$ cat src/rtl/mod_counter.sv
// Up/down modulo-MODULUS counter with count inhibit and a terminal-count output for cascading.
// Define MOD_COUNTER_LOAD_EN to add the synchronous load port LD and its data input D.
module mod_counter #(
    parameter int WIDTH   = 4,
    parameter int MODULUS = 10
) (
    input  logic             clk,
    input  logic             r,
    input  logic             EC,
    input  logic             UD,
`ifdef MOD_COUNTER_LOAD_EN
    input  logic             LD,
    input  logic [WIDTH-1:0] D,
`endif
    output logic [WIDTH-1:0] Q,
    output logic             TC
);

    // Reject parameter sets whose count range does not fit the register.
    if (WIDTH < 2 || WIDTH > 16 || MODULUS < 2 || MODULUS > (1 << WIDTH)) begin : g_illegal
        $error("mod_counter: illegal WIDTH/MODULUS combination");
    end

    localparam logic [WIDTH-1:0] QMAX = WIDTH'(MODULUS - 1);

    // Load wins over counting; EC only inhibits counting, never the load.
    always_ff @(posedge clk or posedge r) begin
        if (r) begin
            Q <= '0;
        end
`ifdef MOD_COUNTER_LOAD_EN
        else if (LD) begin
            Q <= (int'(D) >= MODULUS) ? QMAX : D;
        end
`endif
        else if (!EC) begin
            if (UD) begin
                Q <= (Q == QMAX) ? '0 : Q + 1'b1;
            end else begin
                Q <= (Q == '0) ? QMAX : Q - 1'b1;
            end
        end
    end

    assign TC = !EC && (UD ? (Q == QMAX) : (Q == '0));

endmodule

$ cat config.mk
export PLATFORM = sky130hd
export DESIGN_NAME = mod_counter
export DESIGN_NICKNAME = d
export VERILOG_FILES = /design/src/rtl/mod_counter.sv
export SDC_FILE = /design/constraint.sdc
export NUM_CORES = 1
export LEC_CHECK = 0
export ABC_AREA = 1
export CAP_MARGIN = 40
export CORE_AREA = 2 2 39 41
export CTS_CLUSTER_DIAMETER = 60
export CTS_CLUSTER_SIZE = 8
export DETAILED_ROUTE_END_ITERATION = 16
export DIE_AREA = 0 0 41 43
export PLACE_DENSITY = 0.54
export SETUP_SLACK_MARGIN = 0.1
export SYNTH_ARGS = -nofsm -noshare
export SYNTH_HDL_FRONTEND = slang
export SYNTH_SLANG_ARGS = --single-unit
$ cat constraint.sdc
create_clock -name clk -period 1.1 [get_ports clk]
set_input_delay 0.11 -clock clk [delete_from_list [all_inputs] [get_ports clk]]
set_output_delay 0.11 -clock clk [all_outputs]
set_load 0.02 [all_outputs]
==> results.md <==
* Die area at 1760 um^2
* Xor/xnor share of the synthesized area at 0.0287
* Cell family with most CP delay: flip-flops
* CP arrival at 1.20 ns
* Worst Setup End Kind: output pin
* Post-synth ARST share at 1.00
* Non-Filler Instances at 102
* Relative slew slack at 0.876
* Final hold viol count at 0
* Top_reg_cell synth: dfrtp_1
* WL final at 1060 um
* Internal at 1.20 mW
* Syn Area/Cell at 5.99 um^2
* Synth Register Bits at 4
* Synth Area in Adders at 0
* P per Cell Area at 2900 nW/um^2
* Vias in the first global route at 389
* Placed cells at 90
* Setup Crit Path Kind: flip-flop to output pin
* Sw Ratio at 0.426
* Sequential Power Share at 0.165
* H-tree level count at 1
* Clock sinks at 4
* IO Pins at 9
* Yosys Warn Count at 0
* FMAX at 761 MHz
* First-pass GRT wire length at 1500 um
* Synth Area in Simple Gates at 0.463
* Core area at 1380 um^2
* Setup crit start kind: flip-flop
* CTS buffer count at 3
* Initial antenna violation count at 0
* Total Nets Final at 91
* Share of cells above drive strength 1 at 0.628
* Synth unique cells at 14
* FF-to-FF path depth at 8
* N_diodes at 0
* Peak VDD IR at 1120 uV
* Crit path time final at 1.31 ns
* Clock share of power at 0.095
* Slowest cell delay on critical path at 0.45 ns
* Status: complete, but fails checks
* Non-Filler Cell Area, Final at 721 um^2
* Worst-path clk slew at 0.04 ns
* FILL cells at 130
* Crit path from: Q[3]
* CP Cell Sequence: inv_1 > nand3_2 > a21oi_4 > buf_6
* P_sw at 891 uW
* Post-synthesis compound-gate area fraction at 0.0779
* CP required at 0.99 ns
* Core Util, Final at 0.521
* DR WL/cell at 10.4 um
* CP bufs+invs at 2
* Clk_lat worst skew at 0.24 ns
* Final worst-path cycle share at 1.19
* Reg area at 105 um^2
* Final Slew Violations at 0
* WP depth at 4
* Leakage dissipation at 0.367 nW
* Max reg flops at 4
* Multi-input logic area at 254 um^2
* Final Setup Violations at 7
* DRT Pass-1 Iters at 4
* Logic gate share of total power at 0.740
* Final worst slack at -0.214 ns
* Placed inst area at 551 um^2
* Area growth syn-to-layout at 136%
* Largest regs: Q (4)
* Largest family of logic cells by synthesized area: simple AND/OR/NAND/NOR gates
* Number of synthesized flops with an enable pin at 0
* Post-synthesis mux area share at 0
* Skew final at 0.00561 ns
* Post-synth net total at 55
* Detailed-route DRC error count at 0
* Root buf cell: clkbuf_4
* Total GRT Usage at 0.126
* DR vias/cell at 4.32
* Cell Area, Synth at 305 um^2
* Number of I/O port buffers at 8
* Worst r2r src: Q[3]
* GPL Wtd Cong at 0.714
* Worst-margin pin slew at 0.186 ns
* CTS tree: yes
* DR vias at 441
* Initial core utilization at 0.221
* Register with the most flip-flops: Q
* Largest net degree at the start of global routing at 6
* Synthesized instance count at 51
* Max Fanout on Critical Path at 4
* Failing checks: negative setup slack
* Final ANT Viol Nets at 0
* Critical-path cell with the highest stage delay: dfrtp_2
* GRT overflow at 0
* CTS Buffer Depth at 2
* Max-cap violations at 0
* Die Wd at 41 um
* Hold Crit Class: primary input to async pin
* Post-synthesis sequential area ratio at 0.328
* Initial DRC count at 1
* Die height at 43 um
* Setup repair after global routing missed its margin: true
* Post-DP HPWL at 674 um
* Row cnt at 14
[power groups by stage]
stage | Combinational, mW | Sequential, mW | Clock [mW]
floorplan | 0.415 | 0.448 | 0
global placement | 1.08 | 0.327 | 0
detailed placement | 1.08 | 0.331 | 0
CTS | 1.28 | 0.331 | 0.211
global route | 1.67 | 0.348 | 0.231
finish | 1.55 | 0.345 | 0.198
[worst paths after layout]
check / end / slack (ns)
max: TC / -0.21
min: Q[1] / 0.05
max reg2reg: Q[1] / -0.11
min reg2reg: Q[2] / 0.69
max in group asynchronous: Q[3] / 0.89
min in group clk: Q[1] / 0.62
[cells by family (layout without fill, tap and decap cells)]
group,count (synthesis),count (layout)
AO/OA/AOI/OAI,4,4
XOR/XNOR,1,1
buffers and inverters,8,43
flip-flops,4,4
AND/OR/NAND/NOR,34,34
[layer usage]
| metal | GRT usage | up-vias | wire length, um |
|---|---|---|---|
| li1 | - | 229 | - |
| met1 | 0.150 | 195 | 379 |
| met2 | 0.200 | 13 | 588 |
| met3 | 0.0157 | 4 | 58 |
| met4 | 0.0800 | 0 | 38 |
| met5 | 0 | - | 0 |
[synth_stat cells, types with 2 or more instances]
cell | instances | area share
nor2_1 | 7 | 0.086
inv_1 | 5 | 0.061
dfrtp_1 | 4 | 0.33
nand3_1 | 5 | 0.082
nand2_1 | 19 | 0.23
a21oi_1 | 2 | 0.033
nand4_1 | 2 | 0.041
[through the flow]
step	hold WS, ns	setup slack, ns	TNS, ns	total power, mW
floorplan	-0.124	0.0265	0	0.863
CTS	0.0402	-0.212	-0.597	1.82
global route	0.0654	-0.274	-1.03	2.25
finish	0.0452	-0.214	-0.720	2.09
detailed placement	0.297	-0.575	-1.61	1.41
global placement	0.300	-0.556	-1.52	1.41
[timing repair]
item | in CTS | in global routing
endpoints found under the hold margin | 0 | 0
endpoints found under the setup margin | 8 | 8
hold buffers | 0 | 0
resized for setup | 37 | 15
buffers inserted | 5 | 5
cloned | 0 | 0
pin swaps | 7 | 5
[layout by cell type, fill, tap and decap left out]
cell	netlist	layout
clkbuf_4	0	3
xnor2_1	1	1
o21ai_1	1	1
nand2_1	19	13
nand4_1	2	2
nor2_1	7	7
clkdlybuf4s50_1	0	3
inv_2	1	2
nand3_2	0	3
buf_4	0	17
nand3_4	0	2
buf_6	0	11
clkinv_2	1	1
inv_1	5	4
a21oi_4	0	1
dfrtp_2	0	4
nand2_2	0	5
nand2_4	0	1
inv_4	0	1
a21oi_2	1	2
clkbuf_1	0	1
nor2_4	0	1
[layout make-up]
cell class / count / share of cell area
Tap cell: 16 / 0.0278
Timing Repair Buffer: 31 / 0.391
Inverter: 8 / 0.0469
Clock buffer: 4 / 0.0365
Multi-Input combinational cell: 39 / 0.352
Sequential cell: 4 / 0.146
No activity file was read; power rests on OpenSTA's default activity.
